===== src/rtl/puf_keygen_ctrl.sv =====
// puf_keygen_ctrl: sequences repeated evaluations of an external delay-PUF
// array, majority-votes each response bit into a key and flags bits that
// disagreed across evaluations. One 8-bit page of the key is mirrored to LEDs.
//
// state  | meaning
// -------+--------------------------------------------------------------
// IDLE   | excite high, waiting for start
// ARM    | excite low for ARM_CYCLES cycles
// FIRE   | excite high (rising edge launches race), wait SETTLE_CYCLES
// SAMPLE | accumulate puf_resp into per-bit ones counters
// VOTE   | register key/unstable, pulse done
module puf_keygen_ctrl #(
    parameter int                N_BITS        = 32,
    parameter int                CHAL_W        = 32,
    parameter logic [CHAL_W-1:0] CHAL_A        = 32'h5A5A5A5A,
    parameter logic [CHAL_W-1:0] CHAL_B        = 32'hA5A5FFFF,
    parameter int                NUM_EVALS     = 5,
    parameter int                ARM_CYCLES    = 4,
    parameter int                SETTLE_CYCLES = 16,
    parameter int                PAGE_W        = (N_BITS / 8 > 1) ? $clog2(N_BITS / 8) : 1
) (
    input  logic              Clk,
    input  logic              RST,
    input  logic              start,
    input  logic              chal_sel,
    input  logic [PAGE_W-1:0] page_sel,
    output logic [CHAL_W-1:0] challenge,
    output logic              excite,
    input  logic [N_BITS-1:0] puf_resp,
    output logic [N_BITS-1:0] key,
    output logic [N_BITS-1:0] unstable,
    output logic              key_valid,
    output logic              busy,
    output logic              done,
    output logic [7:0]        leds
);

    localparam logic [2:0] S_IDLE   = 3'd0;
    localparam logic [2:0] S_ARM    = 3'd1;
    localparam logic [2:0] S_FIRE   = 3'd2;
    localparam logic [2:0] S_SAMPLE = 3'd3;
    localparam logic [2:0] S_VOTE   = 3'd4;

    localparam int CNT_W   = $clog2(NUM_EVALS + 1);
    localparam int TMR_MAX = (ARM_CYCLES > SETTLE_CYCLES) ? ARM_CYCLES : SETTLE_CYCLES;
    localparam int TMR_W   = (TMR_MAX > 1) ? $clog2(TMR_MAX + 1) : 1;

    logic [2:0]        state_q, state_d;
    logic [TMR_W-1:0]  tmr_q, tmr_d;
    logic [CNT_W-1:0]  eval_q, eval_d;
    logic [CNT_W-1:0]  ones_q [N_BITS];
    logic [CNT_W-1:0]  ones_d [N_BITS];
    logic [CHAL_W-1:0] chal_q, chal_d;
    logic              excite_q, excite_d;
    logic [N_BITS-1:0] key_q, key_d;
    logic [N_BITS-1:0] unst_q, unst_d;
    logic              kv_q, kv_d;
    logic              done_q, done_d;
    logic [7:0]        leds_q, leds_d;

    // Sequencer: down-counting phase timer, evaluation count and vote.
    always_comb begin
        state_d = state_q;
        tmr_d   = tmr_q;
        eval_d  = eval_q;
        ones_d  = ones_q;
        chal_d  = chal_q;
        key_d   = key_q;
        unst_d  = unst_q;
        kv_d    = kv_q;
        done_d  = 1'b0;
        case (state_q)
            S_IDLE: begin
                if (start) begin
                    chal_d = chal_sel ? CHAL_A : CHAL_B;
                    eval_d = '0;
                    for (int i = 0; i < N_BITS; i++) ones_d[i] = '0;
                    kv_d    = 1'b0;
                    tmr_d   = TMR_W'(ARM_CYCLES - 1);
                    state_d = S_ARM;
                end
            end
            S_ARM: begin
                if (tmr_q == '0) begin
                    tmr_d   = TMR_W'(SETTLE_CYCLES - 1);
                    state_d = S_FIRE;
                end else begin
                    tmr_d = tmr_q - 1'b1;
                end
            end
            S_FIRE: begin
                if (tmr_q == '0) state_d = S_SAMPLE;
                else             tmr_d   = tmr_q - 1'b1;
            end
            S_SAMPLE: begin
                for (int i = 0; i < N_BITS; i++)
                    ones_d[i] = ones_q[i] + CNT_W'(puf_resp[i]);
                eval_d = eval_q + 1'b1;
                if (eval_q == CNT_W'(NUM_EVALS - 1)) begin
                    state_d = S_VOTE;
                end else begin
                    tmr_d   = TMR_W'(ARM_CYCLES - 1);
                    state_d = S_ARM;
                end
            end
            S_VOTE: begin
                for (int i = 0; i < N_BITS; i++) begin
                    key_d[i]  = {ones_q[i], 1'b0} > (CNT_W + 1)'(NUM_EVALS);
                    unst_d[i] = (ones_q[i] != '0) && (ones_q[i] != CNT_W'(NUM_EVALS));
                end
                kv_d    = 1'b1;
                done_d  = 1'b1;
                state_d = S_IDLE;
            end
            default: state_d = S_IDLE;
        endcase
        excite_d = (state_d != S_ARM);
    end

    // LED page mux, built from next-state key so leds never lag key.
    always_comb begin
        leds_d = 8'h00;
        if (kv_d) begin
            for (int p = 0; p < N_BITS / 8; p++)
                if (page_sel == PAGE_W'(p)) leds_d = key_d[p*8 +: 8];
        end
    end

    // State and output registers.
    always_ff @(posedge Clk or posedge RST) begin
        if (RST) begin
            state_q  <= S_IDLE;
            tmr_q    <= '0;
            eval_q   <= '0;
            for (int i = 0; i < N_BITS; i++) ones_q[i] <= '0;
            chal_q   <= '1;
            excite_q <= 1'b1;
            key_q    <= '0;
            unst_q   <= '0;
            kv_q     <= 1'b0;
            done_q   <= 1'b0;
            leds_q   <= 8'h00;
        end else begin
            state_q  <= state_d;
            tmr_q    <= tmr_d;
            eval_q   <= eval_d;
            ones_q   <= ones_d;
            chal_q   <= chal_d;
            excite_q <= excite_d;
            key_q    <= key_d;
            unst_q   <= unst_d;
            kv_q     <= kv_d;
            done_q   <= done_d;
            leds_q   <= leds_d;
        end
    end

    assign challenge = chal_q;
    assign excite    = excite_q;
    assign key       = key_q;
    assign unstable  = unst_q;
    assign key_valid = kv_q;
    assign busy      = (state_q != S_IDLE);
    assign done      = done_q;
    assign leds      = leds_q;

endmodule


===== config.mk =====
export PLATFORM = sky130hd
export DESIGN_NAME = puf_keygen_ctrl
export DESIGN_NICKNAME = d
export VERILOG_FILES = /design/src/rtl/puf_keygen_ctrl.sv
export SDC_FILE = /design/constraint.sdc
export NUM_CORES = 1
export LEC_CHECK = 0
export CORE_MARGIN = 1
export CORE_UTILIZATION = 54
export CTS_CLUSTER_SIZE = 12
export DETAILED_ROUTE_END_ITERATION = 6
export PLACE_DENSITY = 0.8
export SETUP_SLACK_MARGIN = 0.1
export SYNTH_ARGS = -nofsm -noshare
export SYNTH_HDL_FRONTEND = slang
export SYNTH_SLANG_ARGS = --single-unit

===== constraint.sdc =====
create_clock -name Clk -period 9.4 [get_ports Clk]
set_input_delay 2.82 -clock Clk [delete_from_list [all_inputs] [get_ports Clk]]
set_output_delay 2.82 -clock Clk [all_outputs]
set_load 0.01 [all_outputs]

=== Word level (Yosys, flattened, before mapping) ===
Cells that the tools add are included.

* Add/sub/neg operators: 34
* $mul: 0
* Div/mod/pow operators: 0
* Magnitude comparators: 32
* Eq/ne operators: 44
* Shifts and indexed selects: 0
* Multiplexer cells: 24
* Bitwise gates (word level): 0
* Reduce and logical (&&, ||, !) cells: 73

{| class="wikitable"
|+ Operators with widths
! operator !! number
|-
| one-hot mux 96 bit (2 select lines) || 1
|-
| greater-than comparator 4 x 3 -> 1 bit, second input constant || 32
|-
| nonzero test 3 bit || 33
|-
| adder 3 x 1 -> 3 bit || 32
|-
| 2-to-1 mux 96 bit || 1
|-
| inequality test 3 bit, second input constant || 32
|-
| 2-to-1 mux 32 bit || 2
|-
| 2-to-1 mux 8 bit || 5
|-
| logical AND 1 bit || 32
|-
| 2-to-1 mux 5 bit || 4
|-
| one-hot mux 5 bit (4 select lines) || 1
|-
| 2-to-1 mux 3 bit || 5
|-
| one-hot mux 3 bit (4 select lines) || 1
|-
| == test 3 x 2 -> 1 bit, second input constant || 2
|-
| == test 3 bit, second input constant || 2
|-
| inequality test 2 bit, second input constant || 3
|-
| one-hot mux 3 bit (2 select lines) || 1
|-
| logical NOT 5 bit || 1
|-
| subtractor 5 x 1 -> 5 bit, second input constant || 1
|-
| == test 2 bit, second input constant || 2
|-
| AND reduction 2 bit || 2
|-
| AND reduction 4 bit || 1
|-
| nonzero test 4 bit || 1
|-
| adder 3 x 1 -> 3 bit, second input constant || 1
|-
| 8 further kinds || 9
|}

* Register bits: 214
* Bits in latches: 0
* Memory bits (writable): 0
* Memory bits (read-only): 0
* Bits of input ports: 38
* Output and inout port bits: 108
* Word-level logic and storage cells: 249
* Memories: 0

=== Logic depth before layout (Yosys ltp) ===
Gate-level depths: netlist (run 1).

* Word-level depth: 7
* Mapped depth: 7
* Depth with buffers taken out: 6

=== Worst setup path after synthesis (run 1) ===
OpenSTA, ideal clock, no wires.

* Kind: input to register
* From: in start
* To: reg chal_q[30], in the netlist challenge[30]
* Library setup time: 0.085 ns
* Arrival time: 3.793 ns
* Required time: 9.315 ns
* Slack: 5.523 ns
* Stages: 4
* Path buffers: 1
* Cells stage by stage: or3b_1 nor2_2 buf_4 mux2_1

* Word-level cells in the longest chain between the ends: 1

{| class="wikitable"
|+ RTL lines
! item !! RTL line !! RTL
|-
| start: declaration || 24 || <nowiki>input logic start,</nowiki>
|-
| AND reduction 2 bit (no line) || n/a ||
|-
| end signal: assignment || 148 || <nowiki>chal_q <= chal_d;</nowiki>
|-
| end: declaration || 53 || <nowiki>logic [CHAL_W-1:0] chal_q, chal_d;</nowiki>
|}

No other way between the ends.
A chain may end at the register's enable or synchronous reset.

=== Final worst setup path (run 1) ===
* From: in start
* To: reg eval_q[0]

* Word-level cells in the longest chain between the ends: 2

{| class="wikitable"
|+ RTL lines
! item !! RTL line !! RTL
|-
| inequality test 2 bit (no line) || n/a ||
|-
| AND reduction 2 bit (no line) || n/a ||
|-
| end signal: assignment || 146 || <nowiki>eval_q <= eval_d;</nowiki>
|-
| end: declaration || 50 || <nowiki>logic [CNT_W-1:0] eval_q, eval_d;</nowiki>
|}

No other way between the ends.

==> summary.json, run 1 <==
{
  "worst_setup_path": {
    "worstPathMaxFanout": 57,
    "worst_setup_path_endpoint": "eval_q[0]",
    "cp_data_required_time_ps": 9690,
    "worstReg2RegEnd": "leds[2]",
    "cp_slowest_cell": "sky130_fd_sc_hd__nor2_4",
    "cpPeakStageDelay_ps": 790,
    "timing_worst_setup_path_type": "in2reg",
    "setup.reg_to_reg.worst_slack_ps": 6300,
    "critical_path_endpoint_category": "flop",
    "critPathLaunchType": "input pin",
    "arrival_time_at_the_worst_endpoint_ps": 5420,
    "timing.reg2reg.worst_path_depth": 6,
    "critical_path.reg2reg.startpoint": "state_q[2]",
    "cp-startpoint": "start",
    "worstPathCellList": "clkdlybuf4s50_1 > or3b_1 > nor2_4 > buf_4 > or3_1 > o21ai_1"
  },
  "flow_run": {
    "max-cap-violations": 0
  },
  "synth": {
    "synth-seq-cells": 184,
    "synth_top_family_by_area": "simple AND/OR/NAND/NOR gates",
    "synth_xor_xnor_area_share_pct": 6.286,
    "number_of_unique_standard_cell_types_used_by_synthesis": 46,
    "mapped_avg_cell_area_um2": 9.742,
    "netlist_top_cells_area": "sky130_fd_sc_hd__dfrtp_1 (49%), sky130_fd_sc_hd__ha_1 (9.1%), sky130_fd_sc_hd__nand2_1 (6.9%), sky130_fd_sc_hd__xor2_1 (6.2%), sky130_fd_sc_hd__a21oi_1 (5.0%)",
    "synth-async-reset-ratio_pct": 100.0,
    "share_of_the_synthesized_area_in_the_top_cell_type_pct": 49.25,
    "ys_seq_area_share_pct": 50.11,
    "synth_area_um2": 9196,
    "yosys_warnings": 0,
    "synthCells": 944,
    "yosys.area.top_type": "sky130_fd_sc_hd__dfrtp_1",
    "fraction_of_the_mapped_netlist_area_in_compound_gates_pct": 10.52,
    "synth_simple_gate_area_share_pct": 13.02,
    "synthFlopType": "sky130_fd_sc_hd__dfrtp_1",
    "count_of_flip_flops_with_a_built_in_enable_after_synthesis": 0,
    "share_of_cell_area_taken_by_muxes_after_synthesis_pct": 4.136,
    "synth_fa_ha_area_share_pct": 9.116
  },
  "drt": {
    "first_pass_iters": 5,
    "detail_route.wl_per_cell_um": 16.19,
    "avg_vias_per_cell": 5.346,
    "drcViolationCount": 0,
    "drt-initial-drc-count": 516,
    "detail-route-antenna-nets": 0,
    "total_via_count_in_the_routed_design": 6789,
    "wl_mm": 20.56
  },
  "global_routing": {
    "gr-total-overflow": 0,
    "global_route_wire_length_before_repair_mm": 33.25,
    "first_global_vias": 6397,
    "track_usage_pct": 24.58,
    "grt_start_max_net_pins": 102,
    "grt_antenna_before_repair": 0
  },
  "sta": {
    "finalClockSkew_ps": 5.167,
    "totalNegativeSetupSlack_ps": 0,
    "finalHoldViolations": 0,
    "maxSlewHeadroom_pct": 25.54,
    "timing.final.crit_share_pct": 54.57,
    "worst-slew-pin-transition_ps": 1117,
    "max_clock_freq_mhz": 195.0,
    "min_period_ps": 5129,
    "setup_viol": 0,
    "finalMaxSlewViolations": 0,
    "rsz_0062_raised_after_global_routing": "no",
    "finalWorstSetupSlack_ps": 4271
  },
  "finish": {
    "antenna_cells": 0,
    "layout_fillers": 1274,
    "multi_input_area_um2": 3998,
    "nNetsFinal": 1143,
    "layout-drive-gt1-share_pct": 4.952,
    "fin_area_um2": 11090,
    "register_area_um2": 4608,
    "fin_util_pct": 66.89,
    "post_synthesis_to_final_layout_area_growth_pct": 20.63
  },
  "power_and_ir_drop": {
    "internal_power_of_the_cells_mw": 1.782,
    "ir_worst_vdd_mv": 0.1687,
    "power.density_nw_per_um2": 239.9,
    "power_frac_clock_pct": 28.6,
    "power_mw": 2.662,
    "power.net_switching_mw": 0.8796,
    "static-leakage-power_nw": 5.262,
    "combinationalPowerShare_pct": 29.3,
    "netSwitchingFraction_pct": 33.05,
    "seq_power_share_pct": 42.0
  },
  "clock_network": {
    "cts_tree": "done",
    "post_cts_buffers": 0,
    "postCtsResizedCells": 0,
    "clk_root_buffer_cell": "sky130_fd_sc_hd__clkbuf_16",
    "tritoncts_num_sinks": 184,
    "cts.htree.levels": 4,
    "clock_tree.buffer_depth": 2,
    "clock_pin_slew_on_the_worst_setup_and_hold_paths_ps": 60,
    "clk_latency_ps": 430,
    "tritoncts.num_buffers": 17,
    "holdBufCountCts": 0
  },
  "placed_design": {
    "detailed_place_hpwl_mm": 13.36,
    "io_buffer_count": 137,
    "dpl-instance-area_um2": 10460,
    "globalplace.congestion": 0.8122,
    "preCtsSetupSlack_ps": 3772
  },
  "floorplanning": {
    "design.die.area_um2": 17560,
    "initial_core_util_pct": 55.45,
    "boundaryPins": 146,
    "fp.coreArea_um2": 16580,
    "num_rows": 47,
    "fp.dieH_um": 132.5,
    "die_width_um": 132.5
  },
  "outcome": {
    "status": "completed"
  },
  "hold_path": {
    "hold_class": "reg2reg"
  }
}
routing by layer:
layer	track usage, %	up-vias	wire length [µm]
met3	5.287	42	1044
met1	33.20	3279	9098
met5	0	-	0
met4	10.60	0	629
met2	38.45	196	9784
li1	-	3272	-
sequential cells by signal, summed over array words and instances (netlist names):
register,count
eval_q,3
key,32
ones_q,96
challenge,2
leds,8
key_valid,1
tmr_q,5
excite,1
state_q,3
unstable,32
done,1
final cells by class:
class	count	area share [%]
Sequential cell	184	41.54
Inverter	41	1.432
Clock inverter	9	1.308
Timing Repair Buffer	144	12.84
Multi-Input combinational cell	650	36.04
Tap cell	220	2.481
Clock buffer	22	4.365
cell usage after synthesis, types with 3 or more instances:
library cell,count
sky130_fd_sc_hd__inv_1,40
sky130_fd_sc_hd__nand2_1,168
sky130_fd_sc_hd__nor2_1,116
sky130_fd_sc_hd__clkbuf_1,10
sky130_fd_sc_hd__buf_2,18
sky130_fd_sc_hd__buf_1,6
sky130_fd_sc_hd__o221ai_1,8
sky130_fd_sc_hd__nor3_1,4
sky130_fd_sc_hd__mux2i_1,17
sky130_fd_sc_hd__xor2_1,65
sky130_fd_sc_hd__dfstp_2,3
sky130_fd_sc_hd__buf_4,41
sky130_fd_sc_hd__dfrtp_1,181
sky130_fd_sc_hd__o21ai_1,45
sky130_fd_sc_hd__o21ai_0,22
sky130_fd_sc_hd__mux4_2,6
sky130_fd_sc_hd__ha_1,67
sky130_fd_sc_hd__a21oi_1,92
power by group through the flow:
stage	logic, mW	clock network [mW]	registers [mW]
3_3_place_gp	0.753	0	1.12
3_5_place_dp	0.779	0	1.13
6_report	0.781	0.762	1.12
2_1_floorplan	0.540	0	1.10
4_1_cts	0.790	0.773	1.12
5_1_grt	0.881	0.803	1.14
worst max-delay path: cells and delay by family:
family | cells | cell delay (ps)
buffers and inverters | 2 | 1130
and+or+nand+nor | 3 | 1400
AOI/OAI and AO/OA | 1 | 60
stage by stage:
stage	cells	hold slack, ps
floorplan	951	454.6
global placement	1239	477.6
detailed placement	1239	489.5
CTS	1270	501.2
global route	1270	513.1
finish	1270	495.1
cells by family after synthesis:
kind of cell / count (synthesis)
and+or+nand+nor: 302
DFF: 184
AOI/OAI and AO/OA: 180
buffers and inverters: 117
adders and majority gates: 67
xor gates and xnor gates: 66
muxes: 27
other: 1
cells in the final DEF (no fill, tap or decap), drive strengths merged, types with 3 or more instances in the layout:
cell,Yosys,final
buf,66,7
o21ai,67,67
dfrtp,181,181
nor2,117,117
inv,40,40
mux2i,17,17
bufinv,0,4
clkinv,1,6
xor2,65,65
nor3,4,4
a21oi,93,93
dfstp,3,3
ha,67,67
clkdlybuf4s50,0,137
conb,1,8
o221ai,8,8
nand2,168,168
clkbuf,10,22
mux4,8,8
worst min-delay path by stage:
stage / cells past startpoint / slack (ps) / from / end
detailed placement: 1 / 490 / eval_q[0] / eval_q[0]
global route: 1 / 510 / eval_q[0] / eval_q[0]
floorplan: 1 / 450 / eval_q[0] / eval_q[0]
finish: 1 / 500 / eval_q[0] / eval_q[0]
CTS: 1 / 500 / eval_q[0] / eval_q[0]
global placement: 1 / 480 / eval_q[0] / eval_q[0]
(Power assumes the default switching activity.)
==> inputs of run 2 (changes only) <==
CORE_UTILIZATION = 49   (was 54)
PLACE_DENSITY = 0.77   (was 0.8)
clock period = 4.25 ns   (was 9.4 ns; I/O delays follow)
==> run 2 against run 1 <==
The flow now finishes with violations (design-rule violations). Count of clock-buffer cells in the layout grew 1. Hold slack lost 9.6 ps. Flip-flop and latch count is the same. Worst setup slack lost 3200 ps. Utilization shrank 5.6 points. Sequential share of layout area shrank 0.089 points. Critical path depth shrank 4. Via count shrank 1.2%. First-iteration DRC count shrank 15%. Non-clock buffer count grew 6. Die area grew 10%.
==> summary.json, run 2 (synthesis gave the netlist of run 1 again) <==
{
  "clock_network": {
    "cts.htree.levels": {"value": 4, "change": "unchanged"},
    "post_cts_buffers": {"value": 0, "change": "unchanged"},
    "tritoncts_num_sinks": {"value": 184, "change": "unchanged"},
    "clock_tree.buffer_depth": {"value": 2, "change": "unchanged"},
    "postCtsResizedCells": {"value": 0, "change": "unchanged"},
    "clk_latency": {"value": 430, "unit": "ps", "change": "about the same"},
    "holdBufCountCts": {"value": 0, "change": "unchanged"},
    "tritoncts.num_buffers": {"value": 17, "change": "unchanged"},
    "clk_root_buffer_cell": "sky130_fd_sc_hd__clkbuf_16",
    "clock_pin_slew_on_the_worst_setup_and_hold_paths": {"value": 60, "unit": "ps", "change": "about the same"},
    "cts_tree": "done"
  },
  "floorplanning": {
    "design.die.area": {"value": 19320, "unit": "µm²", "change": "+10%"},
    "die_width": {"value": 139.0, "unit": "µm", "change": "+4.9%"},
    "num_rows": {"value": 49, "change": "+4.3%"},
    "boundaryPins": {"value": 146, "change": "unchanged"},
    "fp.dieH": {"value": 139.0, "unit": "µm", "change": "+4.9%"},
    "initial_core_util": {"value": 50.68, "unit": "%", "change": "-4.8 points"},
    "fp.coreArea": {"value": 18150, "unit": "µm²", "change": "+9.4%"}
  },
  "global_routing": {
    "grt_start_max_net_pins": {"value": 185, "change": "+81%"},
    "track_usage": {"value": 22.23, "unit": "%", "change": "-2.3 points"},
    "global_route_wire_length_before_repair": {"value": 33.55, "unit": "mm", "change": "+0.91%"},
    "grt_use_met1": {"value": 30.83, "unit": "%", "change": "-2.4 points"},
    "first_global_vias": {"value": 6409, "change": "+0.19%"},
    "grt_antenna_before_repair": {"value": 0, "change": "unchanged"},
    "gr-total-overflow": {"value": 0, "change": "unchanged"},
    "groute.layer.met2.usage": {"value": 34.48, "unit": "%", "change": "-4.0 points"},
    "globalRouteMet3Util": {"value": 4.420, "unit": "%", "change": "-0.87 points"},
    "global_route.peak_usage_layer": "met2"
  },
  "placed_design": {
    "detailed_place_hpwl": {"value": 13.91, "unit": "mm", "change": "+4.1%"},
    "io_buffer_count": {"value": 137, "change": "unchanged"},
    "dpl-instance-area": {"value": 10560, "unit": "µm²", "change": "+0.91%"},
    "globalplace.congestion": {"value": 0.7670, "change": "-5.6%"}
  },
  "finish": {
    "antenna_cells": {"value": 0, "change": "unchanged"},
    "layout_common_cells": "sky130_fd_sc_hd__dfrtp_1 (181), sky130_fd_sc_hd__nand2_1 (168), sky130_fd_sc_hd__clkdlybuf4s50_1 (137), sky130_fd_sc_hd__nor2_1 (116), sky130_fd_sc_hd__a21oi_1 (92)",
    "layout_fillers": {"value": 1511, "change": "+19%"},
    "fin_area": {"value": 11120, "unit": "µm²", "change": "+0.21%"},
    "layout-drive-gt1-share": {"value": 5.203, "unit": "%", "change": "+0.25 points"},
    "largest-register": "ones_q",
    "layout.cells.most_common": "sky130_fd_sc_hd__dfrtp_1",
    "largest_reg_flops": {"value": 96, "change": "unchanged"},
    "post_synthesis_to_final_layout_area_growth_pct": 20.88,
    "nNetsFinal": {"value": 1149, "change": "+0.52%"},
    "fin_util": {"value": 61.26, "unit": "%", "change": "-5.6 points"}
  },
  "worst_setup_path": {
    "worstPathMaxFanout": {"value": 16, "change": "-72%"},
    "cp_data_required_time": {"value": 2970, "unit": "ps", "change": "-6720 ps"},
    "arrival_time_at_the_worst_endpoint": {"value": 1910, "unit": "ps", "change": "-3510 ps"},
    "worstPathCellList": "or3_1 > clkdlybuf4s50_1",
    "timing_worst_setup_path_type": "reg2out",
    "critical_path_endpoint_category": "primary output",
    "timing.reg2reg.worst_path_depth": {"value": 5, "change": "-1"},
    "critPathLaunchType": "flop",
    "cpPeakStageDelay": {"value": 550, "unit": "ps", "change": "-240 ps"},
    "cp_num_cells": {"value": 2, "change": "-4"},
    "cp_slowest_cell": "sky130_fd_sc_hd__dfrtp_1",
    "path_delay_family": "flip-flops",
    "critical_path_buf_inv_count": {"value": 1, "change": "-1"}
  },
  "sta": {
    "finalClockSkew": {"value": 8.064, "unit": "ps", "change": "+2.897 ps"},
    "timing.final.crit_share_pct": 75.04,
    "maxSlewHeadroom": {"value": 32.71, "unit": "%", "change": "+7.2 points"},
    "finalHoldViolations": {"value": 0, "change": "unchanged"},
    "final.hold.worst_slack": {"value": 485.5, "unit": "ps", "change": "-9.646 ps"},
    "max_clock_freq_mhz": 313.6,
    "rsz_0062_raised_after_global_routing": "no",
    "setup_viol": {"value": 0, "change": "unchanged"},
    "totalNegativeSetupSlack": {"value": 0, "unit": "ps", "change": "unchanged"},
    "worst-slew-pin-transition": {"value": 1009, "unit": "ps", "change": "-107.6 ps"},
    "finalMaxSlewViolations": {"value": 0, "change": "unchanged"},
    "min_period_ps": 3189
  },
  "drt": {
    "first_pass_iters": {"value": 7, "change": "+2"},
    "detail-route-antenna-nets": {"value": 0, "change": "unchanged"},
    "wl": {"value": 20.58, "unit": "mm", "change": "+0.12%"},
    "detail_route.wl_per_cell": {"value": 16.00, "unit": "µm", "change": "-1.1%"},
    "total_via_count_in_the_routed_design": {"value": 6708, "change": "-1.2%"},
    "drcViolationCount": {"value": 11, "change": "+11"},
    "avg_vias_per_cell": {"value": 5.216, "change": "-2.4%"},
    "drt-initial-drc-count": {"value": 438, "change": "-15%"}
  },
  "power_and_ir_drop": {
    "power": {"value": 5.747, "unit": "mW", "change": "+120%"},
    "static-leakage-power": {"value": 5.253, "unit": "nW", "change": "-0.18%"},
    "ir_worst_vdd": {"value": 0.3410, "unit": "mV", "change": "+100%"},
    "power.density": {"value": 517.0, "unit": "nW/µm²", "change": "+120%"}
  },
  "hold_path": {
    "holdPathStages": {"value": 1, "change": "unchanged"},
    "hold_class": "reg2reg"
  },
  "outcome": {
    "status": "finished with violations",
    "failing_checks": "design-rule violations"
  },
  "flow_run": {
    "max-cap-violations": {"value": 0, "change": "unchanged"}
  }
}
[run 2: worst paths after layout]
| path | end | slack, ps | startpoint |
|---|---|---|---|
| min reg2reg | eval_q[0] | 490 | eval_q[0] |
| min in group asynchronous | unstable[14] | 1450 | RST |
| max | busy | 1060 | state_q[2] |
| min | eval_q[0] | 490 | eval_q[0] |
| max reg2reg | leds[7] | 1630 | state_q[2] |
| max in group asynchronous | leds[3] | 2030 | RST |
[run 2: where the power goes]
group / switching, mW / internal [mW] / total (mW)
Sequential: 0.374 / 2.09 / 2.47
Clock: 0.652 / 0.877 / 1.53
Combinational: 0.925 / 0.828 / 1.75
Total: 1.95 / 3.80 / 5.75
[run 2: cell type report]
type / count / area (µm²) / share of cell area (%)
multi-input cells: 650 / 4000 / 35.98
clock buffers: 23 / 457.9 / 4.119
inverters: 41 / 157.7 / 1.418
clock inverters: 9 / 100.1 / 0.9004
well taps: 229 / 286.5 / 2.577
repair buffers: 150 / 1506 / 13.55
flip-flops and latches: 184 / 4608 / 41.45
[run 2: metal layers]
| metal | vias to the layer above | wire length (µm) |
|---|---|---|
| met5 | - | 0 |
| met4 | 0 | 514 |
| met3 | 31 | 1137 |
| met2 | 208 | 9477 |
| met1 | 3198 | 9452 |
| li1 | 3271 | - |
[run 2: per-stage QoR]
step	cells	setup WS, ps
after floorplan	951	612.9
after global placement	1254	958.2
after detailed placement	1254	870.7
after CTS	1286	1046
after global routing	1286	990.0
final	1286	1061
[run 2: worst register-to-register path, cell delays in order, from the launching register on]
cell                       delay [ps]
sky130_fd_sc_hd__dfrtp_1          640
sky130_fd_sc_hd__nor3b_4          780
sky130_fd_sc_hd__buf_12           300
sky130_fd_sc_hd__mux2i_1          500
sky130_fd_sc_hd__o221ai_1         180
sky130_fd_sc_hd__a21oi_1          140
